[src/rtl/fetch_stage.sv]
// Instruction fetch stage: PC, imem req/ack handshake, one-entry skid buffer.
// Optional FETCH_HALT_DETECT_EN: a fetched HALT word stops the stage.
module fetch_stage #(
    parameter logic [15:0] RESET_PC = 16'h0000,
    parameter logic [15:0] PC_INC   = 16'd2,
    parameter logic [15:0] NOP      = 16'b1110100000000000,
    parameter logic [15:0] HALT     = 16'b1110000000000000
) (
    input  logic        clk,
    input  logic        rst,
    input  logic        stall,
    input  logic        halt,
    input  logic        redirect,
    input  logic [15:0] redirect_pc,
    output logic        imem_req,
    output logic [15:0] imem_addr,
    input  logic        imem_ack,
    input  logic [15:0] imem_rdata,
    output logic [15:0] instr_out,
    output logic [15:0] next_pc_out,
    output logic [15:0] true_pc_out,
    output logic        valid_out,
    output logic        halted
);

    typedef enum logic [1:0] {
        S_FETCH, S_WAIT, S_HOLD, S_HALTED
    } state_t;

    state_t      state_q, state_d;
    logic [15:0] pc_q, pc_d;
    logic [15:0] addr_q, addr_d;
    logic [15:0] instr_q, instr_d;
    logic [15:0] tpc_q, tpc_d;
    logic [15:0] npc_q, npc_d;
    logic [15:0] sk_instr_q, sk_instr_d;
    logic [15:0] sk_pc_q, sk_pc_d;
    logic        req_q, req_d;
    logic        kill_q, kill_d;
    logic        skid_q, skid_d;
    logic        valid_q, valid_d;

    logic        ack, live_ack;
    logic        sel_hlt, sel_halt, sel_redir, sel_stall;
    logic [15:0] pc_inc;

    assign ack      = req_q & imem_ack;
    assign live_ack = ack & ~kill_q;
    assign pc_inc   = pc_q + PC_INC;

    // One-hot priority: halted > halt > redirect > stall > normal
    assign sel_hlt   = (state_q == S_HALTED);
    assign sel_halt  = ~sel_hlt & halt;
    assign sel_redir = ~sel_hlt & ~halt & redirect;
    assign sel_stall = ~sel_hlt & ~halt & ~redirect & stall;

    always_ff @(posedge clk or posedge rst) begin
        if (rst) begin
            state_q    <= S_FETCH;
            pc_q       <= RESET_PC;
            addr_q     <= RESET_PC;
            instr_q    <= NOP;
            tpc_q      <= '0;
            npc_q      <= '0;
            sk_instr_q <= '0;
            sk_pc_q    <= '0;
            req_q      <= 1'b0;
            kill_q     <= 1'b0;
            skid_q     <= 1'b0;
            valid_q    <= 1'b0;
        end else begin
            state_q    <= state_d;
            pc_q       <= pc_d;
            addr_q     <= addr_d;
            instr_q    <= instr_d;
            tpc_q      <= tpc_d;
            npc_q      <= npc_d;
            sk_instr_q <= sk_instr_d;
            sk_pc_q    <= sk_pc_d;
            req_q      <= req_d;
            kill_q     <= kill_d;
            skid_q     <= skid_d;
            valid_q    <= valid_d;
        end
    end

    always_comb begin
        state_d    = state_q;
        pc_d       = pc_q;
        addr_d     = addr_q;
        instr_d    = instr_q;
        tpc_d      = tpc_q;
        npc_d      = npc_q;
        sk_instr_d = sk_instr_q;
        sk_pc_d    = sk_pc_q;
        req_d      = req_q;
        kill_d     = kill_q;
        skid_d     = skid_q;
        valid_d    = valid_q;
        unique case (1'b1)
            sel_hlt: begin
                req_d = req_q & ~imem_ack;
            end
            sel_halt: begin
                instr_d = HALT;
                tpc_d   = '0;
                npc_d   = '0;
                valid_d = 1'b0;
                skid_d  = 1'b0;
                kill_d  = 1'b0;
                req_d   = req_q & ~imem_ack;
                state_d = S_HALTED;
            end
            sel_redir: begin
                pc_d    = redirect_pc;
                instr_d = NOP;
                valid_d = 1'b0;
                skid_d  = 1'b0;
                req_d   = 1'b1;
                if (req_q && !imem_ack) begin
                    kill_d  = 1'b1;
                    state_d = S_WAIT;
                end else begin
                    kill_d  = 1'b0;
                    addr_d  = redirect_pc;
                    state_d = S_FETCH;
                end
            end
            sel_stall: begin
                if (ack) begin
                    req_d   = 1'b0;
                    kill_d  = 1'b0;
                    state_d = S_HOLD;
                    if (!kill_q) begin
                        skid_d     = 1'b1;
                        sk_instr_d = imem_rdata;
                        sk_pc_d    = pc_q;
                        pc_d       = pc_inc;
                    end
                end else begin
                    state_d = req_q ? S_WAIT : S_HOLD;
                end
            end
            default: begin
                if (skid_q) begin
                    instr_d = sk_instr_q;
                    tpc_d   = sk_pc_q;
                    npc_d   = sk_pc_q + PC_INC;
                    valid_d = 1'b1;
                    skid_d  = 1'b0;
                    req_d   = 1'b1;
                    addr_d  = pc_q;
                    state_d = S_FETCH;
`ifdef FETCH_HALT_DETECT_EN
                    if (sk_instr_q == HALT) begin
                        req_d   = 1'b0;
                        state_d = S_HALTED;
                    end
`endif
                end else if (live_ack) begin
                    instr_d = imem_rdata;
                    tpc_d   = pc_q;
                    npc_d   = pc_inc;
                    valid_d = 1'b1;
                    pc_d    = pc_inc;
                    req_d   = 1'b1;
                    addr_d  = pc_inc;
                    state_d = S_FETCH;
`ifdef FETCH_HALT_DETECT_EN
                    if (imem_rdata == HALT) begin
                        req_d   = 1'b0;
                        state_d = S_HALTED;
                    end
`endif
                end else begin
                    instr_d = NOP;
                    valid_d = 1'b0;
                    if (ack || !req_q) begin
                        kill_d  = 1'b0;
                        req_d   = 1'b1;
                        addr_d  = pc_q;
                        state_d = S_FETCH;
                    end else begin
                        state_d = S_WAIT;
                    end
                end
            end
        endcase
    end

    always_comb begin
        imem_req  = req_q;
        imem_addr = addr_q;
        halted    = (state_q == S_HALTED);
    end

    assign instr_out   = instr_q;
    assign true_pc_out = tpc_q;
    assign next_pc_out = npc_q;
    assign valid_out   = valid_q;

endmodule
[config.mk]
export PLATFORM = sky130hd
export DESIGN_NAME = fetch_stage
export DESIGN_NICKNAME = d
export VERILOG_FILES = /design/src/rtl/fetch_stage.sv
export SDC_FILE = /design/constraint.sdc
export NUM_CORES = 1
export LEC_CHECK = 0
export CORE_UTILIZATION = 35
export CTS_CLUSTER_DIAMETER = 100
export CTS_CLUSTER_SIZE = 16
export DETAILED_ROUTE_END_ITERATION = 10
export SLEW_MARGIN = 20
export SYNTH_ARGS = -nofsm -noshare
export SYNTH_HDL_FRONTEND = slang
export SYNTH_SLANG_ARGS = --single-unit
[constraint.sdc]
create_clock -name clk -period 4.65 [get_ports clk]
set_input_delay 0.465 -clock clk [delete_from_list [all_inputs] [get_ports clk]]
set_output_delay 0.465 -clock clk [all_outputs]
set_load 0.02 [all_outputs]
==> flow_metrics.py, run 1 <==
metrics = {
    "run": {
        "drv_cap": 0,
    },
    "clock_tree": {
        "htreeDepth": 4,
        "clkTransAtPathRegs_ps": 50,
        "post_cts_buffers": 0,
        "cts_root_buffer": "clkbuf_16",
        "clock_latency_ps": 420,
        "clk_path_buf_depth": 2,
        "cts_hold_buf": 0,
        "cts-buffers-inserted": 17,
        "clock_sinks": 117,
        "ctsResizeCount": 0,
        "cts_tree": "built",
    },
    "timing": {
        "tightest_slew_ps": 1080,
        "finClkSkew_ps": 8.50,
        "final.setup.tns_ps": 0,
        "whs_ps": 403,
        "relSlewSlack": 0.283,
        "timing.fmax_mhz": 343,
        "fin_crit_sh": 0.627,
        "grt_setup_unrepaired": "false",
        "drv_slew": 0,
        "finalHoldViolCount": 0,
        "setup_viol": 0,
        "period_minus_slack_ps": 2910,
    },
    "finish": {
        "multi_input_area_um2": 2760,
        "nets": 719,
        "drive_gt1_frac": 0.123,
        "area_growth_pct": 31.6,
        "regArea_um2": 2930,
        "antennaDiodeCount": 0,
        "layout_commonest_cell": "dfrtp_1",
        "final_cell_mix": "dfrtp_1, clkdlybuf4s50_1, nand2_1",
        "fillCellCount": 1510,
    },
    "setup_path": {
        "critPathBufInv": 2,
        "cpMaxStageDelayCell": "dfrtp_2",
        "cp-end-kind": "register",
        "worstPathRequired_ps": 4950,
        "crit_family": "buffers and inverters",
        "startpoint_type": "register",
        "arrival_ps": 3220,
        "critPathKind": "register to register",
        "cp_slowest_stage_delay_ps": 1050,
        "worstPathCellList": "clkinv_1, nor2_1, o211ai_1, buf_4, mux2_2",
        "crit_fanout": 45,
    },
    "power_and_ir_drop": {
        "power_leakage_nw": 3.30,
        "seq_power_share": 0.359,
        "internal_power_w": 0.00322,
        "p_sw_frac": 0.381,
        "power.switching_w": 0.00198,
        "totalPowerFinal_w": 0.00520,
        "ir_worst_vdd_uv": 263,
        "pwr-share-clk": 0.272,
        "combPwrFrac": 0.369,
        "powerDensity_nw_per_um2": 668,
    },
    "floorplan": {
        "initial_core_util": 0.358,
        "die_area_um2": 17400,
        "dieWidth_um": 132,
        "io-pin-count": 105,
        "num_rows": 47,
        "die_h_um": 132,
        "coreArea_um2": 16500,
    },
    "drt": {
        "initialDrtViolationCount": 395,
        "viasPerCell": 5.35,
        "wl_per_cell_um": 17.6,
        "firstDrtPassIters": 7,
        "routed_wl_um": 16000,
        "num_vias": 4880,
        "drc": 0,
        "antenna_left": 0,
    },
    "place": {
        "port_buffers": 104,
        "dpl.hpwl_um": 11400,
        "gp_congestion": 0.873,
    },
    "logic_synthesis": {
        "avgSynthCellArea_um2": 9.97,
        "syn_nets": 633,
        "synth_edf_count": 0,
        "synth_cells": 593,
        "synth_flop_cell": "dfrtp_1",
        "ys_async_sr_fraction": 1.00,
        "synth-warning-count": 0,
        "ys_types": 53,
        "ys_seq_area_frac": 0.496,
        "syn_area_um2": 5910,
        "ys_ff_latch": 117,
    },
    "grt": {
        "gr-total-overflow": 0,
        "grt_max_degree": 54,
        "grt_pass1_vias": 4787,
        "grt_usage": 0.195,
        "grt_pass1_wl_um": 26500,
        "grt_antenna_before_repair": 0,
    },
    "min_path": {
        "hp-class": "primary input to async pin",
    },
    "outcome": {
        "status": "completed",
    },
}
through the flow:
step | instance area, um2 | instances | setup WS [ps] | util
2_1_floorplan | 5910 | 593 | 1090 | -
5_1_grt | 7780 | 912 | 1440 | 0.471
6_report | 7780 | 912 | 1740 | 0.471
3_5_place_dp | 7120 | 879 | 1580 | 0.431
4_1_cts | 7770 | 911 | 1720 | 0.470
3_3_place_gp | 7120 | 879 | 1690 | 0.431
power groups by stage:
stage	registers, W	clock network (W)	logic (W)
after floorplan	0.00183	0	0.00117
after global placement	0.00186	0	0.00187
after detailed placement	0.00187	0	0.00191
after CTS	0.00186	0.00144	0.00192
after global routing	0.00193	0.00148	0.00209
final	0.00187	0.00141	0.00192
metal layers:
layer,wire length [um],global-route usage
met4,213,0.0762
met3,907,0.0438
met2,7440,0.292
met5,0,0
met1,7470,0.275
worst paths after layout:
path	start	end	slack, ps	cells after the start
min reg2reg	true_pc_out[7]$_DFFE_PP0P_	true_pc_out[7]$_DFFE_PP0P_	470	2
max	skid_q$_DFFE_PP0P_	imem_addr[0]$_DFFE_PP0P_	1740	5
max in group asynchronous	rst	skid_q$_DFFE_PP0P_	3190	3
max reg2reg	skid_q$_DFFE_PP0P_	imem_addr[0]$_DFFE_PP0P_	1740	5
min in group clk	true_pc_out[7]$_DFFE_PP0P_	true_pc_out[7]$_DFFE_PP0P_	470	2
min	rst	sk_pc_q[4]$_DFFE_PP0P_	400	2
state kept, by name, indices dropped and copies added, names as in the netlist, 2 cells and up:
signal,flops
imem_addr,16
instr_out,16
pc_q,16
sk_instr_q,16
sk_pc_q,16
true_pc_out,16
next_pc_out,15
state_q,2
cell type report:
| type | count | share of cell area |
|---|---|---|
| flip-flops and latches | 117 | 0.377 |
| multi-input cells | 420 | 0.355 |
| repair buffers | 116 | 0.146 |
| clock buffers | 21 | 0.0605 |
| well taps | 220 | 0.0354 |
| clock inverters | 11 | 0.0224 |
| inverters | 7 | 0.00370 |
cells by family (layout without fill, tap and decap cells):
kind of cell / Yosys count / count (layout) / synth area share
fa+ha+maj: 2 / 2 / 0.00423
flops: 117 / 117 / 0.496
simple gates: 181 / 181 / 0.143
buf+inv: 56 / 155 / 0.0389
mux: 62 / 62 / 0.112
compound gates: 144 / 144 / 0.160
xor+xnor: 31 / 31 / 0.0459
Yosys cell counts, drive strengths merged (5+ instances only):
| master | number | share of area |
|---|---|---|
| nor3 | 9 | 0.0076 |
| o31ai | 23 | 0.029 |
| a21oi | 22 | 0.019 |
| nor4 | 7 | 0.0074 |
| dfrtp | 113 | 0.48 |
| o22ai | 5 | 0.0053 |
| buf | 15 | 0.013 |
| nand2 | 84 | 0.053 |
| nand2b | 6 | 0.0064 |
| and3 | 5 | 0.0053 |
| xor2 | 16 | 0.024 |
| a22oi | 15 | 0.019 |
| nand3 | 15 | 0.013 |
| clkbuf | 34 | 0.022 |
| mux2i | 29 | 0.049 |
| nor2 | 30 | 0.019 |
| xnor2 | 15 | 0.022 |
| mux2 | 33 | 0.063 |
| nand4 | 7 | 0.0074 |
| a21o | 6 | 0.0076 |
| inv | 5 | 0.0032 |
| o21ai | 43 | 0.036 |
Note: power is estimated with default switching activity, not from simulation.
==> run 2: changes to the inputs <==
==> constraint.sdc (replaced) <==
create_clock -name clk -period 2.7 [get_ports clk]
set_input_delay 0.27 -clock clk [delete_from_list [all_inputs] [get_ports clk]]
set_output_delay 0.27 -clock clk [all_outputs]
set_load 0.02 [all_outputs]
==> flow_metrics.py, run 2 (synthesized netlist as in run 1, its figures left out) <==
metrics = {
    "outcome": {
        "status": "completed",
    },
    "min_path": {
        "hp-class": "primary input to async pin",
    },
    "timing": {
        "grt_setup_unrepaired": "false",
        "setup_viol": 0,
        "tightest_slew_ps": 711,
        "period_minus_slack_ps": 2470,
        "timing.fmax_mhz": 405,
        "fin_crit_sh": 0.914,
        "final.setup.tns_ps": 0,
        "drv_slew": 0,
        "finalHoldViolCount": 0,
        "relSlewSlack": 0.525,
        "whs_ps": 294,
        "finClkSkew_ps": 13.5,
    },
    "floorplan": {
        "coreArea_um2": 16500,
        "num_rows": 47,
        "initial_core_util": 0.358,
        "dieWidth_um": 132,
        "die_h_um": 132,
        "die_area_um2": 17400,
        "io-pin-count": 105,
    },
    "drt": {
        "wl_per_cell_um": 18.0,
        "drc": 0,
        "antenna_left": 0,
        "routed_wl_um": 16600,
        "initialDrtViolationCount": 396,
        "firstDrtPassIters": 5,
        "viasPerCell": 5.42,
        "num_vias": 5004,
    },
    "finish": {
        "layout_commonest_cell": "dfrtp_1",
        "area_growth_pct": 32.7,
        "antennaDiodeCount": 0,
        "nets": 732,
        "fillCellCount": 1506,
        "drive_gt1_frac": 0.137,
        "final_cell_mix": "dfrtp_1, clkdlybuf4s50_1, nand2_1",
    },
    "grt": {
        "grt_max_degree": 74,
        "gr-total-overflow": 0,
        "grt_pass1_wl_um": 27500,
        "grt_antenna_before_repair": 0,
        "grt_pass1_vias": 5092,
        "grt_usage": 0.203,
    },
    "power_and_ir_drop": {
        "ir_worst_vdd_uv": 493,
        "power_leakage_nw": 3.35,
        "powerDensity_nw_per_um2": 1130,
    },
    "setup_path": {
        "arrival_ps": 2830,
        "worstPathRequired_ps": 3060,
        "cp-end-kind": "register",
        "startpoint_type": "register",
        "critPathKind": "register to register",
        "ff2ff_path_depth": 6,
        "crit_fanout": 10,
    },
    "clock_tree": {
        "ctsResizeCount": 0,
        "cts_tree": "built",
        "clkTransAtPathRegs_ps": 60,
        "post_cts_buffers": 0,
        "cts_hold_buf": 0,
        "clk_path_buf_depth": 2,
        "clock_sinks": 117,
        "cts_root_buffer": "clkbuf_16",
        "htreeDepth": 4,
        "cts-buffers-inserted": 17,
        "clock_latency_ps": 420,
    },
    "place": {
        "port_buffers": 104,
        "gp_congestion": 0.885,
        "dpl.hpwl_um": 11800,
    },
    "run": {
        "drv_cap": 0,
    },
}
-- run 2: area by class of cell --
class                           count  area, um2  area share
Clock inverter                     10        131      0.0167
Clock buffer                       20        457      0.0582
Inverter                            7       30.0     0.00383
Sequential cell                   117       2930       0.374
Timing Repair Buffer              129       1250       0.160
Multi-Input combinational cell    420       2760       0.352
Tap cell                          220        275      0.0351
-- run 2: metal layers --
layer,share of wire,GRT usage
met5,0,0
met4,0.022,0.0885
met3,0.034,0.0365
met2,0.48,0.321
met1,0.47,0.273
-- run 2: worst max-delay path, cell delays in order (launching register included) --
cell,delay (ps)
dfrtp_1,580
ha_1,400
inv_1,130
or4_4,570
or3_1,330
a311o_1,320
nand2_1,70
-- run 2: final timing paths --
path | startpoint | to | slack [ps]
setup / recovery | pc_q[1]$_DFFE_PP0P_ | imem_addr[15]$_DFFE_PP0P_ | 230
hold / removal | rst | true_pc_out[15]$_DFFE_PP0P_ | 290
setup reg to reg | pc_q[1]$_DFFE_PP0P_ | imem_addr[15]$_DFFE_PP0P_ | 230
hold reg to reg | instr_out[3]$_DFFE_PP0N_ | instr_out[3]$_DFFE_PP0N_ | 480
max in group asynchronous | rst | instr_out[15]$_DFFE_PP1N_ | 1990
min in group clk | redirect_pc[0] | pc_q[0]$_DFFE_PP0P_ | 420
-- run 2: report_power, final --
part           internal [W]  total, W  switching [W]  leakage (nW)
combinational       0.00158   0.00346        0.00188          1.54
sequential          0.00240   0.00315       0.000753          1.52
clock               0.00148   0.00226       0.000786         0.291
total               0.00546   0.00888        0.00342          3.35
-- run 2: metrics by stage --
step                      total power [W]  utilization  std cells  area (um2)  worst slack (ps)
final                             0.00888        0.475        923        7840               233
after global routing              0.00941        0.475        923        7840               144
after CTS                         0.00893        0.475        923        7840               258
after detailed placement          0.00662        0.439        893        7260               190
after global placement            0.00652        0.439        893        7260               282
after floorplan                   0.00516            -        593        5910               632
==> run 3: changes to the inputs <==
--- a/config.mk
+++ b/config.mk
@@ -5,6 +5,7 @@
 export SDC_FILE = /design/constraint.sdc
 export NUM_CORES = 1
 export LEC_CHECK = 0
+export CORE_ASPECT_RATIO = 1.25
 export CORE_UTILIZATION = 35
 export CTS_CLUSTER_DIAMETER = 100
 export CTS_CLUSTER_SIZE = 16
==> flow_metrics.py, run 3 (synthesized netlist as in run 1, its figures left out) <==
metrics = {
    "place": {
        "dpl.hpwl_um": 11500,
        "pre_cts_ws_ps": 290,
        "dpl_cell_area_um2": 7270,
        "gp_congestion": 0.868,
        "port_buffers": 104,
    },
    "timing": {
        "tightest_slew_ps": 798,
        "setup_viol": 0,
        "grt_setup_unrepaired": "false",
        "fin_crit_sh": 0.819,
        "timing.fmax_mhz": 452,
        "finalHoldViolCount": 0,
        "final.setup.tns_ps": 0,
        "drv_slew": 0,
        "finClkSkew_ps": 8.45,
        "period_minus_slack_ps": 2210,
        "relSlewSlack": 0.466,
        "whs_ps": 90.6,
        "setup_ws_ps": 490,
    },
    "clock_tree": {
        "ctsResizeCount": 0,
        "clkTransAtPathRegs_ps": 60,
        "htreeDepth": 4,
        "clock_latency_ps": 420,
        "clock_sinks": 117,
        "cts_hold_buf": 0,
        "cts-buffers-inserted": 17,
        "cts_root_buffer": "clkbuf_16",
        "post_cts_buffers": 0,
        "cts_tree": "built",
        "clk_path_buf_depth": 2,
    },
    "grt": {
        "grt_pass1_vias": 5016,
        "gr-total-overflow": 0,
        "grt_max_degree": 53,
        "grt_antenna_before_repair": 0,
        "grt_pass1_wl_um": 26100,
        "grt_usage": 0.193,
    },
    "outcome": {
        "status": "completed",
    },
    "floorplan": {
        "die_h_um": 147,
        "dieWidth_um": 118,
        "num_rows": 52,
        "io-pin-count": 105,
        "die_area_um2": 17400,
        "initial_core_util": 0.362,
        "coreArea_um2": 16300,
    },
    "drt": {
        "routed_wl_um": 15900,
        "viasPerCell": 5.35,
        "initialDrtViolationCount": 314,
        "num_vias": 4936,
        "drc": 0,
        "wl_per_cell_um": 17.3,
        "firstDrtPassIters": 5,
        "antenna_left": 0,
    },
    "setup_path": {
        "critPathKind": "register to register",
        "crit_fanout": 11,
        "startpoint_type": "register",
        "arrival_ps": 2540,
        "worstPathRequired_ps": 3030,
        "cp-end-kind": "register",
    },
    "finish": {
        "nets": 733,
        "layout_commonest_cell": "dfrtp_1",
        "drive_gt1_frac": 0.142,
        "antennaDiodeCount": 0,
        "stdcell_area_um2": 7860,
        "final_cell_mix": "dfrtp_1, clkdlybuf4s50_1, nand2_1",
        "area_growth_pct": 32.9,
    },
    "power_and_ir_drop": {
        "power_leakage_nw": 3.35,
        "ir_worst_vdd_uv": 476,
        "powerDensity_nw_per_um2": 1120,
    },
    "run": {
        "drv_cap": 0,
    },
    "min_path": {
        "hp-class": "primary input to async pin",
    },
}
run 3: critical path: stages, from the launching register on:
cell      delay [ps]
dfrtp_1          580
nand4_1          210
buf_4            230
nor4_1           350
xor2_1           390
a222oi_1         170
o21ai_0          190
run 3: report_power, final:
part           internal (W)  leakage [nW]  switching (W)
combinational       0.00162          1.56        0.00191
clock               0.00135         0.271       0.000844
sequential          0.00240          1.52       0.000671
total               0.00537          3.35        0.00343
run 3: worst paths after layout:
check	start	to	slack, ps	cells past startpoint
max	pc_q[3]$_DFFE_PP0P_	imem_addr[12]$_DFFE_PP0P_	490	6
min	rst	next_pc_out[1]$_DFFE_PP0P_	90	2
max reg2reg	pc_q[3]$_DFFE_PP0P_	imem_addr[12]$_DFFE_PP0P_	490	6
min reg2reg	true_pc_out[8]$_DFFE_PP0P_	true_pc_out[8]$_DFFE_PP0P_	470	2
max in group asynchronous	rst	instr_out[8]$_DFFE_PP0N_	1860	3
min in group clk	redirect_pc[0]	pc_q[0]$_DFFE_PP0P_	440	3
run 3: per-stage QoR:
stage,util,power (W),std cells
6_report,0.481,0.00880,922
3_3_place_gp,0.445,0.00658,890
3_5_place_dp,0.445,0.00666,890
4_1_cts,0.481,0.00888,922
5_1_grt,0.481,0.00934,922
2_1_floorplan,-,0.00516,593
run 3: per-layer routing:
layer,vias up,wire (um),global-route usage
met3,31,719,0.0450
met4,0,479,0.0962
met5,-,0,0
li1,2333,-,-
met2,130,8220,0.337
met1,2442,6530,0.220
run 3: area by class of cell:
cell class | count | area [um2]
Multi-Input combinational cell | 420 | 2760
Inverter | 7 | 30.0
Tap cell | 216 | 270
Timing Repair Buffer | 130 | 1270
Fill cell | 1521 | 8470
Clock buffer | 20 | 467
Clock inverter | 12 | 120
Sequential cell | 117 | 2930
